### src/rtl/forward_hazard_ctrl.sv
// EX-stage forwarding select generator with load-use stall, branch flush and
// saturating stall/flush event counters.
module forward_hazard_ctrl #(
    parameter int unsigned REG_ADDR_WIDTH = 5,
    parameter int unsigned CNT_WIDTH      = 32
) (
    input  logic                      clk,
    input  logic                      rst_n,
    input  logic                      hold_ext,
    input  logic [REG_ADDR_WIDTH-1:0] rs1_ID,
    input  logic [REG_ADDR_WIDTH-1:0] rs2_ID,
    input  logic                      use_rs1_ID,
    input  logic                      use_rs2_ID,
    input  logic [REG_ADDR_WIDTH-1:0] rd_EX,
    input  logic                      regwrite_EX,
    input  logic                      memread_EX,
    input  logic [REG_ADDR_WIDTH-1:0] rd_MEM,
    input  logic                      regwrite_MEM,
    input  logic                      pc_src_EX,
    output logic [2:0]                forward_detect_EX_rs1,
    output logic [2:0]                forward_detect_EX_rs2,
    output logic                      stall_IF,
    output logic                      stall_ID,
    output logic                      flush_ID,
    output logic                      flush_EX,
    output logic [CNT_WIDTH-1:0]      stall_cnt,
    output logic [CNT_WIDTH-1:0]      flush_cnt
);

    localparam logic [2:0] FWD_MEM  = 3'b001;
    localparam logic [2:0] FWD_WB   = 3'b010;
    localparam logic [2:0] FWD_NONE = 3'b100;

    typedef enum logic {RUN, LU_STALL} state_t;

    state_t                 state_q;
    logic [2:0]             fwd_rs1_q, fwd_rs1_d;
    logic [2:0]             fwd_rs2_q, fwd_rs2_d;
    logic [CNT_WIDTH-1:0]   stall_cnt_q, flush_cnt_q;

    logic hit_ex_rs1, hit_ex_rs2, hit_mem_rs1, hit_mem_rs2;
    logic lu, stall_w, flush_w;

    assign hit_ex_rs1  = use_rs1_ID & regwrite_EX  & (rd_EX  == rs1_ID) & (rs1_ID != '0);
    assign hit_ex_rs2  = use_rs2_ID & regwrite_EX  & (rd_EX  == rs2_ID) & (rs2_ID != '0);
    assign hit_mem_rs1 = use_rs1_ID & regwrite_MEM & (rd_MEM == rs1_ID) & (rs1_ID != '0);
    assign hit_mem_rs2 = use_rs2_ID & regwrite_MEM & (rd_MEM == rs2_ID) & (rs2_ID != '0);

    // The replay cycle after a load-use stall sees the load in MEM, so no new lu is raised there.
    assign lu = memread_EX & (hit_ex_rs1 | hit_ex_rs2) & (state_q == RUN);

    always_comb begin
        stall_w = 1'b0;
        flush_w = 1'b0;
        if (!hold_ext) begin
            flush_w = pc_src_EX;
            stall_w = lu & ~pc_src_EX;
        end
    end

    assign stall_IF = stall_w;
    assign stall_ID = stall_w;
    assign flush_ID = flush_w;
    assign flush_EX = flush_w | stall_w;

    always_comb begin
        fwd_rs1_d = FWD_NONE;
        fwd_rs2_d = FWD_NONE;
        if (hit_ex_rs1)       fwd_rs1_d = FWD_MEM;
        else if (hit_mem_rs1) fwd_rs1_d = FWD_WB;
        if (hit_ex_rs2)       fwd_rs2_d = FWD_MEM;
        else if (hit_mem_rs2) fwd_rs2_d = FWD_WB;
    end

    always_ff @(posedge clk or negedge rst_n) begin
        if (!rst_n) begin
            state_q     <= RUN;
            fwd_rs1_q   <= FWD_NONE;
            fwd_rs2_q   <= FWD_NONE;
            stall_cnt_q <= '0;
            flush_cnt_q <= '0;
        end else if (!hold_ext) begin
            state_q <= stall_w ? LU_STALL : RUN;
            if (flush_EX) begin
                fwd_rs1_q <= FWD_NONE;
                fwd_rs2_q <= FWD_NONE;
            end else begin
                fwd_rs1_q <= fwd_rs1_d;
                fwd_rs2_q <= fwd_rs2_d;
            end
            if (stall_w && stall_cnt_q != '1) stall_cnt_q <= stall_cnt_q + 1'b1;
            if (flush_w && flush_cnt_q != '1) flush_cnt_q <= flush_cnt_q + 1'b1;
        end
    end

    assign forward_detect_EX_rs1 = fwd_rs1_q;
    assign forward_detect_EX_rs2 = fwd_rs2_q;
    assign stall_cnt             = stall_cnt_q;
    assign flush_cnt             = flush_cnt_q;

endmodule

### config.mk
export PLATFORM = sky130hd
export DESIGN_NAME = forward_hazard_ctrl
export DESIGN_NICKNAME = d
export VERILOG_FILES = /design/src/rtl/forward_hazard_ctrl.sv
export SDC_FILE = /design/constraint.sdc
export NUM_CORES = 1
export LEC_CHECK = 0
export BUFFER_PORTS_ARGS = -buffer_cell sky130_fd_sc_hd__buf_2
export CAP_MARGIN = 5
export CORE_MARGIN = 3
export CORE_UTILIZATION = 40
export DETAILED_ROUTE_END_ITERATION = 6
export GPL_TIMING_DRIVEN = 0
export PLACE_DENSITY_LB_ADDON = 0.05
export SLEW_MARGIN = 20
export SYNTH_ARGS = -nofsm -noshare
export SYNTH_HDL_FRONTEND = slang
export SYNTH_SLANG_ARGS = --single-unit
### constraint.sdc
create_clock -name clk -period 3.2 [get_ports clk]
set_input_delay 0.64 -clock clk [delete_from_list [all_inputs] [get_ports clk]]
set_output_delay 0.64 -clock clk [all_outputs]
set_load 0.03 [all_outputs]
# ---- Yosys cells after proc, flatten, opt, wreduce, memory -nomap -nowiden
# Cells that the tools add are included.
dict set report totals {
  regBits 71
  output_inout_bits 74
  input_bits 29
  elab_cells 48
}
dict set report classes {
  reduce_logical 6
  mux 9
  n_bitwise 20
  addsub 2
  eq_ne 6
}
# operator n
set ops {}
lappend ops {{$add 32x1->32 const B} 2}
lappend ops {{$ne 32x32->1 const B} 2}
lappend ops {{$eq 5x5->1} 4}
lappend ops {{$mux 3} 6}
lappend ops {{$and 1x1->1} 15}
lappend ops {{$reduce_bool 5->1} 2}
lappend ops {{$reduce_and 2->1} 2}
lappend ops {{$mux 1} 3}
lappend ops {{$not 1->1} 3}
lappend ops {{$logic_and 1x1->1} 2}
lappend ops {{$or 1x1->1} 2}

# ---- Logic depth before layout (Yosys ltp)
# Gate-level depths: netlist of run 1.
dict set report logic_depth {
  word_depth 10
  depth_mapped 8
  depth_no_buf 7
}

# ---- Worst setup path after synthesis of run 1
# OpenSTA, ideal clock, no wires.
dict set report synth_timing {
  kind {input to output}
  start {in rs2_ID[0]}
  end {out stall_IF}
  slack_ps 615
  stages 6
  required_ps 2560
  n_path_buf 1
  t_arrival_ps 1945
  path_cell_list {or4_1 -> o21ai_2 -> nor3_2 -> o21ai_4 -> inv_4 -> buf_4}
}
dict set report synth_between {
  elab_chain_len 8
  elab_cells_between_ends 9
  cone_classes {1 x eq/ne; 1 x mux; 6 x bitwise; 1 x reduce/logical}
}
# item line
set synth_lines {}
lappend synth_lines {{from (decl)} 11} ;# input logic [REG_ADDR_WIDTH-1:0] rs2_ID,
lappend synth_lines {{$eq 5x5->1} 45} ;# assign hit_ex_rs2 = use_rs2_ID & regwrite_EX & (rd_EX == rs2_ID) & (rs2_ID != '0);
lappend synth_lines {{$and 1x1->1} 45}
lappend synth_lines {{$and 1x1->1 *} 45}
lappend synth_lines {{$or 1x1->1 *} 50} ;# assign lu = memread_EX & (hit_ex_rs1 | hit_ex_rs2) & (state_q == RUN);
lappend synth_lines {{$and 1x1->1 * (2 in series)} 50}
lappend synth_lines {{$and 1x1->1 *} 57} ;# stall_w = lu & ~pc_src_EX;
lappend synth_lines {{$mux 1 *} 55} ;# if (!hold_ext) begin
lappend synth_lines {{to (decl)} 22} ;# output logic stall_IF,
# Mark *: on every way between the ends. The rest lies on a longest branch, timed or not.

# ---- Worst setup path after layout of run 1
# Ends and elaborated chain as after synthesis.

==> reports/qor.yml, run 1 <==
sta:
  slew_viol_final: 0
  setup_viol: 0
  hold_violations: 0
  slew_headroom_pct: 57.84
  rsz0062_at_grt: "false"
  fin_setup_tns_ns: 0
  finalWorstPathRequiredPeriod_ns: 2.946
  worst_pin_slew_ns: 0.6272
  finClkSkew_ns: 0.01219
  fin_crit_sh_pct: 92.07
  fmax_mhz: 339.4
placed_design:
  gp_congestion: 0.7927
  dp_cells: 556
  numPortBuffers: 102
  post-dp-hpwl_um: 6210
pwr:
  p_leak_nw: 2.303
  vdd_drop_max_v: 0.0002765
  power_density_mw_per_mm2: 462.3
logic_synthesis:
  avgSynthCellArea_um2: 10.29
  syn_area_mm2: 0.003581
  postSynthCellCount: 348
  yosysSeqAreaShare_pct: 49.69
  synth_top_area_cell: "dfrtp_1"
  synthDominantCellAreaShare_pct: 48.22
  ys_seq_elements: 71
  synthDistinctLibCells: 40
  synthesis.nets: 379
  yosysWarnings: 0
  netlist_top_cells_area: "dfrtp_1 (48%), xnor2_1 (11%), xor2_1 (8.3%)"
floorplanning:
  die_h_um: 100.6
  start_util_pct: 42.31
  placementRows: 33
  fp.dieArea_mm2: 0.01012
  ios: 103
  die_w_um: 100.6
  design.core.area_mm2: 0.008464
critical_path:
  startpoint_type: "primary input"
  critPathRequiredTime_ns: 2.56
  cp_max_fo: 10
  endpoint_kind: "output pin"
  setup.worst_path.class: "in2out"
  cp.arrival_ns: 2.31
routing:
  post_drt_wl_per_cell_um: 14.37
  antenna_left: 0
  routed_via_density: 5.075
  via_count: 2903
  routed_wl_um: 8217
  drt_iter0_drc: 94
  drc_errors: 0
  dr.pass1.iters: 4
global_routing:
  grt_first_pass_wirelength_um: 13920
  grt_max_degree: 56
  grt.total_usage_pct: 17.21
  antenna_found_initial: 0
  grt_pass1_vias: 2826
  grt-ovfl-total: 0
cells_and_area:
  final_common_cell: "buf_2"
  seqCellArea_mm2: 0.001779
  antenna_cells: 0
  fin_nets: 493
  multi_input_area_mm2: 0.001752
  layout_common_cells: "buf_2 (103), dfrtp_1 (69), xnor2_1 (46)"
  fillCellCount: 799
  final_layout_size_suffix_gt1_share_pct: 29.12
  fin_cells: 572
  post-route-util_pct: 52.98
  area_growth_pct: 25.23
worst_hold_path:
  hold_class: "in2async"
clocking:
  clkSinkCount: 71
  clock_path_buffers: 2
  cts_root_buffer: "clkbuf_8"
  cts_setup_buffers: 0
  clkTransAtPathRegs_ns: 0.08
  cts-resized-gates: 0
  cts_hold_buf: 0
  cts_tree: "built"
  cts_max_level: 3
  clk_latency_ns: 0.34
  cts_buffers: 9
run_status:
  status: "complete, no violations"
job:
  drv.max_cap_violation_count: 0
[registers in the layout, indices dropped and copies added, names as in the netlist]
register               flops
flush_cnt                 32
forward_detect_EX_rs2      3
stall_cnt                 32
state_q                    1
forward_detect_EX_rs1      3
[power by group]
part	internal [mW]	switching [mW]
Combinational	0.103	0.173
Clock	0.464	0.347
Sequential	0.935	0.0508
[per-stage QoR]
| stage | cell area [um^2] | setup WS, ns | power, mW | hold slack (ns) |
|---|---|---|---|---|
| floorplan | 3581 | 0.6145 | 1.160 | 0.3444 |
| global placement | 4223 | 0.2509 | 1.272 | 0.4672 |
| detailed placement | 4253 | 0.2509 | 1.285 | 0.4738 |
| CTS | 4484 | 0.2525 | 2.113 | 0.1433 |
| global route | 4484 | 0.1721 | 2.181 | 0.1479 |
| finish | 4484 | 0.2539 | 2.073 | 0.1563 |
[cell families after synthesis]
kind of cell / share of synthesized area [%]
buffers and inverters: 1.398
AO/OA/AOI/OAI: 3.599
XOR/XNOR: 19.57
flip-flops: 49.69
AND/OR/NAND/NOR: 24.14
multiplexers: 0.9084
adder cells (fa/ha/maj): 0.6987
[final cells by class]
class / count / area share (%)
clock buffer: 10 / 3.069
inverter: 5 / 0.4743
timing repair buffer: 103 / 12.05
tap: 105 / 2.930
clock inverter: 6 / 2.093
sequential: 71 / 39.68
multi-input combinational: 266 / 39.06
buffer: 6 / 0.6417
[path summary, 6_finish.rpt]
kind	startpoint	endpoint	slack, ns	depth (start not counted)
max in group asynchronous	rst_n	forward_detect_EX_rs1[2]$_DFFE_PN1N_	2.45	2
worst max-delay path	rs2_ID[0]	stall_IF	0.25	8
worst max register to register	stall_cnt[0]$_DFFE_PN0P_	stall_cnt[1]$_DFFE_PN0P_	0.40	7
worst min register to register	stall_cnt[14]$_DFFE_PN0P_	stall_cnt[14]$_DFFE_PN0P_	0.49	1
min in group clk	stall_cnt[14]$_DFFE_PN0P_	stall_cnt[14]$_DFFE_PN0P_	0.49	1
worst min-delay path	rst_n	flush_cnt[10]$_DFFE_PN0P_	0.16	1
[worst max-delay path: stages]
cell and delay [ns]:
buf_2 0.12, or4_1 0.53, o21ai_2 0.16, nor3_2 0.11, o21ai_4 0.30, inv_4 0.12
buf_4 0.15, buf_2 0.16
[cell usage after synthesis (all sizes together)]
| cell type | number |
|---|---|
| inv | 5 |
| and4 | 4 |
| nor4 | 5 |
| nand2 | 35 |
| buf | 3 |
| a22o | 2 |
| a41oi | 1 |
| mux2i | 1 |
| nor4b | 1 |
| clkbuf | 3 |
| nand3 | 25 |
| a21o | 1 |
| nand4 | 22 |
| a21oi | 4 |
| or4b | 2 |
| or2 | 2 |
| dfstp | 2 |
| xnor2 | 46 |
| nand2b | 2 |
| a31oi | 1 |
| ha | 2 |
| nor2 | 24 |
| nor3b | 1 |
| o21ai | 7 |
| dfrtp | 69 |
| mux2 | 2 |
| o211ai | 2 |
| nor3 | 22 |
| and3 | 14 |
| nor2b | 2 |
| xor2 | 34 |
| or4 | 2 |
[routing by layer]
layer,routed length [um],track usage [%],vias up
li1,-,-,1445
met1,3769,23.27,1382
met2,3968,27.59,70
met3,405,4.844,6
met4,74,3.731,0
met5,0,0,-
Power figures use the tool's default switching activity.
==> inputs of run 2 (changes only) <==
CELL_PAD_IN_SITES_DETAIL_PLACEMENT = 1   (was unset)
CELL_PAD_IN_SITES_GLOBAL_PLACEMENT = 1   (was unset)
==> reports/qor.yml, run 2 (synthesis results as in run 1) <==
critical_path:
  endpoint_kind: "flip-flop"
  cp.arrival_ns: 3.17  # +0.86 ns
  crit_chain: "ha_1 -> nand2_1 -> nor4_2 -> nand4_1 -> o211ai_1 -> buf_2 -> mux2_1"
  critPathRequiredTime_ns: 3.42  # +0.86 ns
  critPathSlowestCell: "nor4_2"
  slowest_delay_ns: 0.66  # +0.13 ns
  startpoint_type: "flip-flop"
  setup.worst_path.class: "reg2reg"
  cp_max_fo: 10  # unchanged
  ff2ff_setup_slack_ns: 0.25  # -0.15 ns
sta:
  fin_setup_tns_ns: 0  # unchanged
  worst_pin_slew_ns: 0.6756  # +0.04843 ns
  fmax_mhz: 338.9  # -0.15%
  hold_violations: 0  # unchanged
  finalWorstPathRequiredPeriod_ns: 2.950  # +0.004377 ns
  rsz0062_at_grt: "false"
  slew_viol_final: 0  # unchanged
  slew_headroom_pct: 54.58  # -3.3 points
  setup_viol: 0  # unchanged
  holdWs_ns: 0.1805  # +0.02420 ns
  fin_crit_sh_pct: 92.20  # +0.14 points
  finClkSkew_ns: 0.01714  # +0.004946 ns
global_routing:
  grt-ovfl-total: 0  # unchanged
  grt_first_pass_wirelength_um: 15530  # +11%
  antenna_found_initial: 0  # unchanged
  grt_max_degree: 52  # -7.1%
  grt.total_usage_pct: 18.87  # +1.7 points
  grt_pass1_vias: 3074  # +8.8%
clocking:
  cts_buffers: 9  # unchanged
  clock_path_buffers: 2  # unchanged
  cts_root_buffer: "clkbuf_8"
  clk_latency_ns: 0.34  # about the same
  cts_setup_buffers: 0  # unchanged
  cts_tree: "built"
  clkTransAtPathRegs_ns: 0.08  # about the same
  cts-resized-gates: 0  # unchanged
  clkSinkCount: 71  # unchanged
  cts_max_level: 3  # unchanged
  cts_hold_buf: 0  # unchanged
cells_and_area:
  fin_cells: 571  # -0.17%
  final_common_cell: "buf_2"
  final_layout_size_suffix_gt1_share_pct: 28.54  # -0.58 points
  antenna_cells: 0  # unchanged
  fin_nets: 493  # unchanged
  layout_common_cells: "buf_2 (103), dfrtp_1 (69), xnor2_1 (46)"
  area_growth_pct: 23.10
worst_hold_path:
  hold_class: "in2async"
floorplanning:
  start_util_pct: 42.31  # unchanged
  fp.dieArea_mm2: 0.01012  # unchanged
  design.core.area_mm2: 0.008464  # unchanged
  ios: 103  # unchanged
  die_h_um: 100.6  # unchanged
  placementRows: 33  # unchanged
  die_w_um: 100.6  # unchanged
routing:
  drc_errors: 0  # unchanged
  drt_iter0_drc: 78  # -17%
  via_count: 3001  # +3.4%
  routed_wl_um: 9181  # +12%
  antenna_left: 0  # unchanged
  post_drt_wl_per_cell_um: 16.08  # +12%
  dr.pass1.iters: 4  # unchanged
  routed_via_density: 5.256  # +3.6%
pwr:
  power_density_mw_per_mm2: 424.2  # -8.2%
  p_leak_nw: 2.273  # -1.3%
  vdd_drop_max_v: 0.0001757  # -36%
run_status:
  status: "complete, no violations"
placed_design:
  gp_congestion: 0.7752  # -2.2%
  dp_cells: 556  # unchanged
  post-dp-hpwl_um: 7087  # +14%
  numPortBuffers: 102  # unchanged
job:
  drv.max_cap_violation_count: 0  # unchanged
[run 2: cell count changes in the layout (fill, tap and decap cells not counted)]
cell / before / now
clkinvlp_4: 1 / 0
clkbuf_1: 3 / 5
clkinv_2: 0 / 3
bufinv_16: 2 / 0
clkinv_4: 3 / 1
clkbuf_8: 10 / 9
[run 2: routing by layer]
metal | GRT usage (%) | wire length, um | up-vias
met5 | 0 | 0 | -
met4 | 3.938 | 56 | 0
met3 | 3.945 | 405 | 4
met2 | 30.53 | 4454 | 62
met1 | 26.19 | 4264 | 1493
li1 | - | - | 1442
[run 2: area by class of cell]
cell class                      instances  area [um^2]
Tap cell                              105        131.4
Fill cell                            1010         4056
Inverter                                5        21.27
Sequential cell                        71         1779
Clock inverter                          4        23.77
Timing Repair Buffer                  103        540.5
Multi-Input combinational cell        266         1752
Clock buffer                           11        131.4
Buffer                                  6        28.78
[run 2: where the power goes]
group	total, mW	internal (mW)	switching, mW
clock	0.602	0.275	0.327
combinational	0.277	0.103	0.174
sequential	0.990	0.935	0.0550
total	1.87	1.31	0.556
[run 2: worst max-delay path: cells and delay by family (launching register included)]
family,cells,cell delay [ns]
AO/OA/AOI/OAI,1,0.37
flip-flops,1,0.43
buffers and inverters,1,0.34
multiplexers,1,0.34
adder cells (fa/ha/maj),1,0.23
AND/OR/NAND/NOR,3,1.11
[run 2: through the flow]
stage / utilization, % / power, mW / area, um^2 / setup slack, ns
2_1_floorplan: - / 1.160 / 3581 / 0.6145
3_3_place_gp: 49.89 / 1.272 / 4223 / 0.2483
3_5_place_dp: 50.24 / 1.287 / 4253 / 0.2341
4_1_cts: 52.08 / 1.888 / 4408 / 0.2324
5_1_grt: 52.08 / 1.966 / 4408 / 0.09317
6_report: 52.08 / 1.870 / 4408 / 0.2495
[run 2: final timing paths]
| path | from | to | cells after the start |
|---|---|---|---|
| max | stall_cnt[0]$_DFFE_PN0P_ | stall_cnt[1]$_DFFE_PN0P_ | 7 |
| min | rst_n | flush_cnt[12]$_DFFE_PN0P_ | 1 |
| max reg2reg | stall_cnt[0]$_DFFE_PN0P_ | stall_cnt[1]$_DFFE_PN0P_ | 7 |
| min reg2reg | flush_cnt[7]$_DFFE_PN0P_ | flush_cnt[7]$_DFFE_PN0P_ | 1 |
| max in group asynchronous | rst_n | forward_detect_EX_rs2[2]$_DFFE_PN1N_ | 2 |
| min in group clk | flush_cnt[7]$_DFFE_PN0P_ | flush_cnt[7]$_DFFE_PN0P_ | 1 |
==> inputs of run 3 (changes only) <==
RECOVER_POWER = 100   (was unset)
==> reports/qor.yml, run 3 (synthesis results as in run 1) <==
run_status:
  status: "complete, no violations"
cells_and_area:
  area_growth_pct: 19.57
  fillCellCount: 1037  # +2.7%
  layout_common_cells: "clkbuf_1 (78), dfrtp_1 (69), xnor2_1 (46)"
  final_common_cell: "clkbuf_1"
  antenna_cells: 0  # unchanged
  fin_nets: 493  # unchanged
  final_layout_size_suffix_gt1_share_pct: 12.45  # -16 points
clocking:
  cts_hold_buf: 0  # unchanged
  clk_latency_ns: 0.34  # about the same
  cts_root_buffer: "clkbuf_8"
  cts_tree: "built"
  clkSinkCount: 71  # unchanged
  clock_path_buffers: 2  # unchanged
  cts_buffers: 9  # unchanged
  cts_max_level: 3  # unchanged
  cts-resized-gates: 0  # unchanged
  cts_setup_buffers: 0  # unchanged
  clkTransAtPathRegs_ns: 0.07  # about the same
routing:
  antenna_left: 0  # unchanged
  routed_via_density: 5.275  # +0.37%
  via_count: 3012  # +0.37%
  drc_errors: 0  # unchanged
  routed_wl_um: 9174  # about the same
  drt_iter0_drc: 61  # -22%
  dr.pass1.iters: 4  # unchanged
  post_drt_wl_per_cell_um: 16.07  # about the same
pwr:
  p_seq_share_pct: 53.5  # +0.5 points
  p_leak_nw: 1.964  # -14%
  power_frac_clock_pct: 32.3  # about the same
  power_density_mw_per_mm2: 432.1  # +1.9%
  vdd_drop_max_v: 0.0001713  # -2.5%
  p_sw_share_pct: 29.78  # +0.047 points
  p_switching_mw: 0.5509  # -0.90%
  p_int_mw: 1.299  # -1.1%
  total_power_mw: 1.850  # -1.1%
  power_frac_comb_pct: 14.2  # -0.6 points
placed_design:
  post-dp-hpwl_um: 7087  # unchanged
  numPortBuffers: 102  # unchanged
  gp_congestion: 0.7752  # unchanged
global_routing:
  grt-ovfl-total: 0  # unchanged
  grt_max_degree: 52  # unchanged
  grt.total_usage_pct: 18.87  # unchanged
  grt_pass1_vias: 3074  # unchanged
  grt_first_pass_wirelength_um: 15530  # unchanged
  antenna_found_initial: 0  # unchanged
critical_path:
  r2r_start: "stall_cnt[0]$_DFFE_PN0P_"
  cp.arrival_ns: 2.36  # -0.81 ns
  critPathRequiredTime_ns: 2.56  # -0.86 ns
  setup.worst_path.class: "in2out"
  endpoint_kind: "output pin"
  startpoint: "rs2_ID[0]"
  r2r_end: "stall_cnt[1]$_DFFE_PN0P_"
  startpoint_type: "primary input"
  r2r_cells: 7  # unchanged
  critPathCapture: "stall_IF"
  cp_max_fo: 10  # unchanged
  ff2ff_setup_slack_ns: 0.30  # +0.05 ns
sta:
  worst_pin_slew_ns: 1.265  # +0.5895 ns
  finClkSkew_ns: 0.01681  # -0.0003262 ns
  fin_crit_sh_pct: 93.63  # +1.4 points
  fmax_mhz: 333.7  # -1.5%
  slew_headroom_pct: 15.66  # -39 points
  rsz0062_at_grt: "false"
  hold_violations: 0  # unchanged
  fin_setup_tns_ns: 0  # unchanged
  setup_viol: 0  # unchanged
  slew_viol_final: 0  # unchanged
  finalWorstPathRequiredPeriod_ns: 2.996  # +0.04580 ns
floorplanning:
  placementRows: 33  # unchanged
  fp.dieArea_mm2: 0.01012  # unchanged
  die_w_um: 100.6  # unchanged
  start_util_pct: 42.31  # unchanged
  design.core.area_mm2: 0.008464  # unchanged
  ios: 103  # unchanged
  die_h_um: 100.6  # unchanged
job:
  drv.max_cap_violation_count: 0  # unchanged
worst_hold_path:
  hold_class: "in2async"
## run 3: cell types whose count changed in the layout (fill, tap and decap cells not counted)
cell	before	now
buf_16	1	0
buf_2	103	28
buf_4	2	1
clkbuf_1	5	78
clkbuf_2	0	4
nor3_1	20	21
nor3_2	2	1
nor3b_1	0	1
nor3b_2	1	0
o21ai_0	2	3
o21ai_1	2	1
## run 3: power by group through the flow
stage               Clock (mW)  Combinational [mW]  Sequential, mW
finish                   0.597               0.262           0.990
CTS                      0.618               0.283           0.988
global placement             0               0.268            1.00
global route             0.666               0.288           0.999
floorplan                    0              0.0936            1.07
detailed placement           0               0.282            1.01
## run 3: how the worst min path moves through the flow
stage	start	endpoint	slack [ns]
after global placement	flush_cnt[7]$_DFFE_PN0P_	flush_cnt[7]$_DFFE_PN0P_	0.47
after CTS	rst_n	flush_cnt[27]$_DFFE_PN0P_	0.18
after floorplan	rst_n	flush_cnt[0]$_DFFE_PN0P_	0.34
after detailed placement	stall_cnt[14]$_DFFE_PN0P_	stall_cnt[14]$_DFFE_PN0P_	0.48
after global routing	stall_cnt[14]$_DFFE_PN0P_	stall_cnt[14]$_DFFE_PN0P_	0.52
final	rst_n	flush_cnt[12]$_DFFE_PN0P_	0.48
## run 3: area by class of cell
type | instances | area (um^2) | share of cell area (%)
Inverter | 5 | 21.27 | 0.4968
Buffer | 6 | 28.78 | 0.6721
Multi-Input combinational cell | 266 | 1742 | 40.68
Sequential cell | 71 | 1779 | 41.55
Clock buffer | 11 | 131.4 | 3.068
Tap cell | 105 | 131.4 | 3.068
Timing Repair Buffer | 103 | 424.2 | 9.906
Clock inverter | 4 | 23.77 | 0.5552
## run 3: metrics by stage
| stage | worst slack [ns] | hold WS [ns] | area [um^2] | cells | util [%] |
|---|---|---|---|---|---|
| 2_1_floorplan | 0.6145 | 0.3444 | 3581 | 348 | - |
| 3_3_place_gp | 0.2483 | 0.4650 | 4223 | 555 | 49.89 |
| 3_5_place_dp | 0.2341 | 0.4756 | 4253 | 556 | 50.24 |
| 4_1_cts | 0.2324 | 0.1802 | 4408 | 571 | 52.08 |
| 5_1_grt | 0.04942 | 0.5160 | 4282 | 571 | 50.58 |
| 6_report | 0.2037 | 0.4800 | 4282 | 571 | 50.58 |
## run 3: critical path: stages
cell,delay [ns]
buf_2,0.13
or4_1,0.54
o21ai_2,0.15
nor3_1,0.14
o21ai_4,0.32
inv_4,0.12
buf_4,0.15
clkbuf_2,0.17
## run 3: metal layers
layer / track usage [%] / routed length (um) / vias up
met5: 0 / 0 / -
met4: 3.938 / 56 / 0
met3: 3.945 / 396 / 4
met2: 30.53 / 4387 / 60
met1: 26.19 / 4333 / 1501
li1: - / - / 1447
